### src/rtl/ann_stage_eval.sv
// ann_stage_eval
// Cascade stage evaluator for one window scale. Signed weak-classifier
// outputs are summed per stage; at each stage boundary the sum is compared
// against a programmable signed threshold. The result is reported as a stage
// pass pulse, an early reject, or a final accept after the last stage.
//
// Optional feature: define ACC_SATURATE_EN to clamp the accumulator to the
// signed ACC_W range. When it is undefined, the accumulator wraps at ACC_W
// bits.
//
// Ports:
//   iClk, iReset_n  : clock, asynchronous active-low reset
//   iRun            : window-active level from the controller
//   iFeature_valid  : classifier output present this cycle
//   iFeature_value  : signed classifier output (VAL_W)
//   iThr_we         : threshold write strobe (honoured in IDLE only)
//   iThr_addr       : stage index of the threshold write (0..NUM_STAGES-1)
//   iThr_data       : signed threshold (ACC_W)
//   oFinish_Stage   : pulse, stage passed and more stages remain
//   oFinish_ANN     : pulse, window decision is final
//   oPass_ANN       : decision flag, held until the next window starts
//   oStage          : current stage index
//   oBusy           : registered, high while accumulating or comparing
//   oError          : sticky protocol-violation flag
module ann_stage_eval #(
  parameter int ACC_W      = 20,
  parameter int VAL_W      = 16,
  parameter int NUM_STAGES = 9,
  parameter int B1 = 3,
  parameter int B2 = 9,
  parameter int B3 = 15,
  parameter int B4 = 21,
  parameter int B5 = 33,
  parameter int B6 = 49,
  parameter int B7 = 61,
  parameter int B8 = 81,
  parameter int B9 = 115
) (
  input  logic             iClk,
  input  logic             iReset_n,
  input  logic             iRun,
  input  logic             iFeature_valid,
  input  logic [VAL_W-1:0] iFeature_value,
  input  logic             iThr_we,
  input  logic [3:0]       iThr_addr,
  input  logic [ACC_W-1:0] iThr_data,
  output logic             oFinish_Stage,
  output logic             oFinish_ANN,
  output logic             oPass_ANN,
  output logic [3:0]       oStage,
  output logic             oBusy,
  output logic             oError
);

  typedef enum logic [1:0] {
    S_IDLE    = 2'd0,
    S_ACCUM   = 2'd1,
    S_COMPARE = 2'd2,
    S_DONE    = 2'd3
  } state_t;

  state_t                  r_state;
  logic signed [ACC_W-1:0] r_acc;
  logic [6:0]              r_count;
  logic [3:0]              r_stage;
  logic signed [ACC_W-1:0] r_thr [NUM_STAGES];
  logic                    r_finish_stage;
  logic                    r_finish_ann;
  logic                    r_pass;
  logic                    r_busy;
  logic                    r_error;

  logic signed [ACC_W-1:0] w_val_ext;
  logic signed [ACC_W-1:0] w_acc_next;
  logic signed [ACC_W-1:0] w_thr_sel;
  logic                    w_last_feature;
  logic                    w_last_stage;
  logic                    w_ge;

  // Cumulative feature count at which the given stage closes.
  function automatic logic [6:0] f_boundary(input logic [3:0] stage);
    case (stage)
      4'd0:    return 7'(B1);
      4'd1:    return 7'(B2);
      4'd2:    return 7'(B3);
      4'd3:    return 7'(B4);
      4'd4:    return 7'(B5);
      4'd5:    return 7'(B6);
      4'd6:    return 7'(B7);
      4'd7:    return 7'(B8);
      default: return 7'(B9);
    endcase
  endfunction

  assign w_val_ext = {{(ACC_W-VAL_W){iFeature_value[VAL_W-1]}}, iFeature_value};

`ifdef ACC_SATURATE_EN
  logic [ACC_W:0] w_sum_wide;

  // One extra bit exposes overflow; disagreeing top bits mean the sum left range.
  assign w_sum_wide = {r_acc[ACC_W-1], r_acc} + {w_val_ext[ACC_W-1], w_val_ext};

  // Clamp to the signed ACC_W range on overflow.
  always_comb begin
    w_acc_next = w_sum_wide[ACC_W-1:0];
    if (w_sum_wide[ACC_W] != w_sum_wide[ACC_W-1]) begin
      if (w_sum_wide[ACC_W]) begin
        w_acc_next = {1'b1, {(ACC_W-1){1'b0}}};
      end else begin
        w_acc_next = {1'b0, {(ACC_W-1){1'b1}}};
      end
    end else begin
      w_acc_next = w_sum_wide[ACC_W-1:0];
    end
  end
`else
  // Plain ACC_W-bit adder: low bits of the wide sum, i.e. two's-complement wrap.
  assign w_acc_next = r_acc + w_val_ext;
`endif

  assign w_thr_sel      = r_thr[r_stage];
  assign w_ge           = (r_acc >= w_thr_sel);
  assign w_last_feature = ((r_count + 7'd1) == f_boundary(r_stage));
  assign w_last_stage   = (r_stage == 4'(NUM_STAGES - 1));

  // Stage-evaluation FSM with registered pulses, flags and threshold table.
  always_ff @(posedge iClk or negedge iReset_n) begin
    if (!iReset_n) begin
      r_state        <= S_IDLE;
      r_acc          <= '0;
      r_count        <= 7'd0;
      r_stage        <= 4'd0;
      r_finish_stage <= 1'b0;
      r_finish_ann   <= 1'b0;
      r_pass         <= 1'b0;
      r_busy         <= 1'b0;
      r_error        <= 1'b0;
      for (int i = 0; i < NUM_STAGES; i++) begin
        r_thr[i] <= '0;
      end
    end else begin
      r_finish_stage <= 1'b0;
      r_finish_ann   <= 1'b0;
      r_busy         <= (r_state == S_ACCUM) || (r_state == S_COMPARE);
      case (r_state)
        S_IDLE: begin
          if (iThr_we && (iThr_addr < 4'(NUM_STAGES))) begin
            r_thr[iThr_addr] <= iThr_data;
          end
          if (iFeature_valid) begin
            r_error <= 1'b1;
          end
          if (iRun) begin
            r_acc   <= '0;
            r_count <= 7'd0;
            r_stage <= 4'd0;
            r_pass  <= 1'b0;
            r_state <= S_ACCUM;
          end
        end
        S_ACCUM: begin
          // Abort takes priority over a feature arriving in the same cycle.
          if (!iRun) begin
            r_state <= S_IDLE;
          end else if (iFeature_valid) begin
            r_acc   <= w_acc_next;
            r_count <= r_count + 7'd1;
            if (w_last_feature) begin
              r_state <= S_COMPARE;
            end
          end
        end
        S_COMPARE: begin
          if (iFeature_valid) begin
            r_error <= 1'b1;
          end
          if (!iRun) begin
            r_state <= S_IDLE;
          end else if (w_ge && !w_last_stage) begin
            // Count keeps running across stages; only the sum restarts.
            r_finish_stage <= 1'b1;
            r_stage        <= r_stage + 4'd1;
            r_acc          <= '0;
            r_state        <= S_ACCUM;
          end else begin
            r_finish_ann <= 1'b1;
            r_pass       <= w_ge;
            r_state      <= S_DONE;
          end
        end
        S_DONE: begin
          if (iFeature_valid) begin
            r_error <= 1'b1;
          end
          if (!iRun) begin
            r_state <= S_IDLE;
          end
        end
        default: begin
          r_state <= S_IDLE;
        end
      endcase
    end
  end

  assign oFinish_Stage = r_finish_stage;
  assign oFinish_ANN   = r_finish_ann;
  assign oPass_ANN     = r_pass;
  assign oStage        = r_stage;
  assign oBusy         = r_busy;
  assign oError        = r_error;

endmodule

### config.mk
export PLATFORM = sky130hd
export DESIGN_NAME = ann_stage_eval
export DESIGN_NICKNAME = d
export VERILOG_FILES = /design/src/rtl/ann_stage_eval.sv
export SDC_FILE = /design/constraint.sdc
export NUM_CORES = 1
export LEC_CHECK = 0
export BUFFER_PORTS_ARGS = -buffer_cell sky130_fd_sc_hd__buf_4
export CAP_MARGIN = 40
export CORE_UTILIZATION = 40
export DETAILED_ROUTE_END_ITERATION = 10
export PLACE_DENSITY = 0.59
export SYNTH_ARGS = -nofsm -noshare
export SYNTH_HDL_FRONTEND = slang
export SYNTH_SLANG_ARGS = --single-unit
### constraint.sdc
create_clock -name iClk -period 6.25 [get_ports iClk]
set_input_delay 1.25 -clock iClk [delete_from_list [all_inputs] [get_ports iClk]]
set_output_delay 1.25 -clock iClk [all_outputs]
set_load 0.05 [all_outputs]
### Yosys cells after proc, flatten, opt, wreduce, memory -nomap -nowiden

Memories as Yosys holds them, arrays and structs flattened.
Cells that the tools add are included.

| storage, ports and cells | value |
|---|---|
| logic and storage cells | 99 |
| output and inout port bits | 9 |
| memories | 1 |
| memory bits (read-only) | 48 |
| bits of input ports | 45 |
| flip-flop bits (word level) | 218 |

| cells by class | value |
|---|---|
| $add $sub $neg | 3 |
| bitwise operators | 2 |
| reductions and logical operators | 17 |
| equality and inequality tests | 14 |
| order comparisons | 5 |
| multiplexer cells | 39 |

Memories:

| memory | depth | bits a word | read ports | clocked after Yosys merged registers in | write ports | RTL line | text |
|---|---|---|---|---|---|---|---|
| (name not given) | 8 | 6 | 1 | 0 | 0 | 82 | `case (stage)` |

Operator list:

| operator | number |
|---|---|
| bitwise mux 180 bit | 1 |
| two-way mux 20 bit | 8 |
| binary-select mux 20 bit (select 4 bit) | 1 |
| demux 20 bit (select 4 bit) | 1 |
| case mux 20 bit (3 select lines) | 1 |
| two-way mux 7 bit | 4 |
| adder 20 x 16 -> 20 bit | 1 |
| greater-or-equal comparator 20 bit | 1 |
| AND reduction 4 bit | 4 |
| two-way mux 2 bit | 7 |
| case mux 7 bit (2 select lines) | 1 |
| two-way mux 4 bit | 3 |
| != test 2 bit, second input constant | 6 |
| greater-or-equal comparator 5 bit, second input constant | 2 |
| NOT 4 -> 5 bit | 2 |
| two-way mux 1 bit | 9 |
| case mux 2 bit (4 select lines) | 1 |
| case mux 4 bit (2 select lines) | 1 |
| adder 7 x 1 -> 7 bit, second input constant | 1 |
| == test 7 bit | 1 |
| != test 3 bit, second input constant | 2 |
| AND reduction 6 bit | 1 |
| less-than comparator 5 x 1 -> 1 bit, second input constant | 1 |
| adder 4 x 1 -> 4 bit, second input constant | 1 |
| other kinds (14) | 19 |

### Logic depth before layout (Yosys ltp)

| logic depth | value |
|---|---|
| word-level depth | 9 |
| gate-level depth with buffers | 17 |
| mapped depth without buffers | 13 |

### Least setup slack after synthesis

OpenSTA, ideal clock, no wires.

| path | value |
|---|---|
| path kind | reg-to-reg |
| start | register r_stage[0], in the netlist oStage[0] |
| end | register r_acc[19] |
| period minus slack after synthesis | 4.075 ns |
| path buffers | 3 |
| slack | 2.175 ns |
| data arrival time | 3.951 ns |
| stages on the path, launching flop included | 16 |
| setup time | 0.124 ns |
| required time | 6.126 ns |
| path through | dfrtp_1 buf_2 buf_1 mux4_2 mux2i_1 nor2_1 a21oi_1 ha_1 nand4_2 nor3_1 a221oi_2 a211o_1 o211ai_4 a211o_4 buf_6 a211o_1 |

| on the way | value |
|---|---|
| cells in the longest elaborated chain, start to end | 8 |
| elaborated cells between the ends (all ways) | 10 |
| those cells by class | order compare (1); eq/ne (2); mux (3); bitwise (1); reduce/logical (3) |

RTL lines:

| element | RTL line | text |
|---|---|---|
| start, declared | 65 | `logic [3:0] r_stage;` |
| start signal, assigned | 182 | `r_stage <= r_stage + 4'd1;` |
| NOT 4 -> 5 bit (implied by the code) | 121 | `assign w_thr_sel = r_thr[r_stage];` |
| binary-select mux 20 bit (select 4 bit) | 121 |  |
| two-way mux 20 bit (implied by the code) (2 in series) | 121 |  |
| greater-or-equal comparator 20 bit | 122 | `assign w_ge = (r_acc >= w_thr_sel);` |
| logical AND 1 bit (*) | 179 | `end else if (w_ge && !w_last_stage) begin` |
| != test 2 x 1 -> 1 bit (no line) (*) | - |  |
| AND reduction 6 bit (no line) (*) | - |  |
| end signal, assigned | 166 | `r_acc <= w_acc_next;` |
| end, declared | 63 | `logic signed [ACC_W-1:0] r_acc;` |

Every way passes the cells marked *; elsewhere a longest branch is shown, timed or not. The select of a mux whose other input is x is not followed.
A chain may end at the register's enable or synchronous reset.

### Final worst setup path

Same ends and word-level chain as after synthesis.

==> flow_summary.ini <==
[sta]
fmax_mhz = 221
fin_skew_ps = 8.10
relSlewSlack_pct = 34.3
period_needed_ps = 4530
slew_viol_final = 0
rsz0062_at_grt = no
fin_tns_setup_ps = 0
setup_violations = 0
fin_crit_sh_pct = 72.5
tightestPinTransition_ps = 985
hold_viol = 0

[clock_network]
postCtsSetupRepairBufs = 0
htree_levels = 1
root_buffer = clkbuf_16
clk_pin_slew_ps = 60
cts_tree = built
clockBufferDepth = 3
insertion_delay_ps = 520
cts_resized = 0
cts.sinks = 218
cts_buffers = 25
cts_hold_buf = 0

[setup_path]
slowest_delay_ps = 870
cp_common_cell = buf_4
crit_path_end_kind = flip-flop
critical_path_required_ps = 6660
critPathLaunchType = flip-flop
cp.arrival_ps = 4930
worstPathMaxFanout = 40
slowest_stage = dfrtp_2
path_delay_family = compound AO/OA/AOI/OAI gates
reg2reg_slack_ps = 1720
crit_path_cell_trace = buf_4, buf_4, mux4_2, mux2i_1, nor2_1, a21oi_1, ha_1, o21ai_0, nand2b_1, a311oi_1, nand3_1, o211ai_4, a211o_4, nor4b_1, a211o_1
crit_buf_inv = 2
worstSetupPathType = reg -> reg

[synth]
ys.warnings.count = 0
synth_seq_cells = 218
ys_top_cells_by_count = 218 x dfrtp_1, 181 x mux2_2, 59 x nand2_1, 51 x ha_1, 46 x nor2_1
synth-edff-count = 0
synth_nets = 988
synthCells = 891
ys_types = 66
synthTopCellsByArea = dfrtp_1 48%, mux2_2 18%, mux4_2 7.9%
yosysSeqAreaShare_pct = 47.9
ys_async_sr_fraction_pct = 100
yosysMostFrequentCell = dfrtp_1
avgSynthCellArea_um2 = 12.8
synthFlopType = dfrtp_1
yosys.area.top_type_share_pct = 47.9
synthesis.area_mm2 = 0.0114
synth_top_area_cell = dfrtp_1

[cells_and_area]
layout-drive-gt1-share_pct = 36.8
area_growth_syn_to_layout_pct = 14.2
n_antenna_cell = 0
nFillCells = 2579
nets = 1041

[global_route]
use_met2_pct = 28.6
grt_pass1_vias = 7318
antenna_found_initial = 0
grt_usage_pct = 18.5
grt_max_degree = 130
grtUsageMet1_pct = 27.0
met3_usage_pct = 3.38
busiest_layer = met2
gr-total-overflow = 0
grt_pass1_wl_um = 41600

[die]
core_mm2 = 0.0279
dieWidth_um = 171
fp.dieH_um = 171
fp-row-count = 61
ios = 54
die_area_mm2 = 0.0292
initial_core_util_pct = 40.8

[outcome]
status = completed

[route]
drtAntennaViolNets = 0
routed_wl_um = 26100
route.detailed.wl_per_inst_um = 19.5
routed_via_density = 5.44
num_vias = 7265
drt_iter0_drc = 349
drc = 0
dr.pass1.iters = 5

[power]
pwr-share-comb_pct = 35.0
ir_drop_uv = 170
netSwitchingFraction_pct = 32.3
power_frac_seq_pct = 40.7
leakage_nw = 5.73
p_int_w = 0.00386
power.clock.fraction_pct = 24.3
p_sw_w = 0.00184
power_w = 0.00570
cellPowerDensity_mw_per_mm2 = 438

[placed_design]
port_buffers = 53
gp_congestion = 0.817
hpwl_um = 16900

[flow_run]
maxCapViolCount = 0

[min_path]
hp-class = reg -> reg
==> placed cells by master (no fill, tap or decap), types with 4 or more instances in the layout <==
cell	instances
inv_1	18
o31ai_1	12
nand3_1	10
buf_4	69
a21oi_1	44
mux2_2	181
clkbuf_16	25
nor3_1	5
clkbuf_1	5
dfrtp_1	215
mux4_2	40
mux2i_1	21
ha_1	51
xnor2_1	11
o21ai_0	26
nand2_1	59
a21o_1	9
o22ai_1	4
a211oi_1	9
nor2_1	45
clkinv_2	6
clkbuf_8	4
xor2_1	11
==> cell families (layout without fill, tap and decap cells) <==
| kind of cell | Yosys count | in the layout | share of synthesized area, % |
|---|---|---|---|
| adders and majority gates | 52 | 52 | 5.78 |
| AOI/OAI and AO/OA | 141 | 141 | 8.44 |
| muxes | 242 | 242 | 27.6 |
| xor gates and xnor gates | 22 | 22 | 1.69 |
| and+or+nand+nor | 153 | 153 | 6.30 |
| buffers and inverters | 63 | 130 | 2.28 |
| DFF | 218 | 218 | 47.9 |
==> flip-flops by register name, indices dropped and copies added, names as in the netlist <==
register and count:
oFinish_Stage 1, r_acc 20, oPass_ANN 1, oStage 4
oBusy 1, oError 1, r_state 2, oFinish_ANN 1
r_thr 180, r_count 7
==> metrics by stage <==
step	worst slack, ps	area [um2]	hold slack, ps	cells	utilization [%]
floorplan	2170	11400	474	891	-
detailed placement	1680	12200	457	1295	43.9
finish	1720	13000	462	1336	46.6
global placement	1750	12200	449	1295	43.9
global route	1320	13000	501	1336	46.6
CTS	1670	13000	472	1336	46.6
==> per-layer routing <==
metal | routed length [um] | share of wire (%)
met1 | 12700 | 49
met3 | 1240 | 4.8
met2 | 11700 | 45
met5 | 0 | 0
met4 | 409 | 1.6
==> power by group through the flow <==
stage	Clock, W	Sequential [W]	Combinational (W)
after CTS	0.00141	0.00232	0.00202
final	0.00138	0.00232	0.00199
after global placement	0	0.00233	0.00197
after floorplan	0	0.00222	0.00162
after detailed placement	0	0.00234	0.00201
after global routing	0.00147	0.00239	0.00220
==> worst paths after layout <==
kind / start / endpoint / cells past startpoint
min in group asynchronous: iReset_n / r_thr[124] / 1
hold reg to reg: oError / oError / 1
setup reg to reg: oStage[0] / r_acc[19] / 15
max in group asynchronous: iReset_n / oStage[0] / 2
hold / removal: oError / oError / 1
setup / recovery: oStage[0] / r_acc[19] / 15
==> area by class of cell <==
type | count | area, um2 | area share, %
Clock buffer | 34 | 699 | 5.38
Clock inverter | 7 | 60.1 | 0.462
Inverter | 19 | 71.3 | 0.548
Multi-Input combinational cell | 610 | 5710 | 43.9
Sequential cell | 218 | 5460 | 42.0
Tap cell | 378 | 473 | 3.64
Timing Repair Buffer | 70 | 533 | 4.10
(Power assumes the default switching activity.)
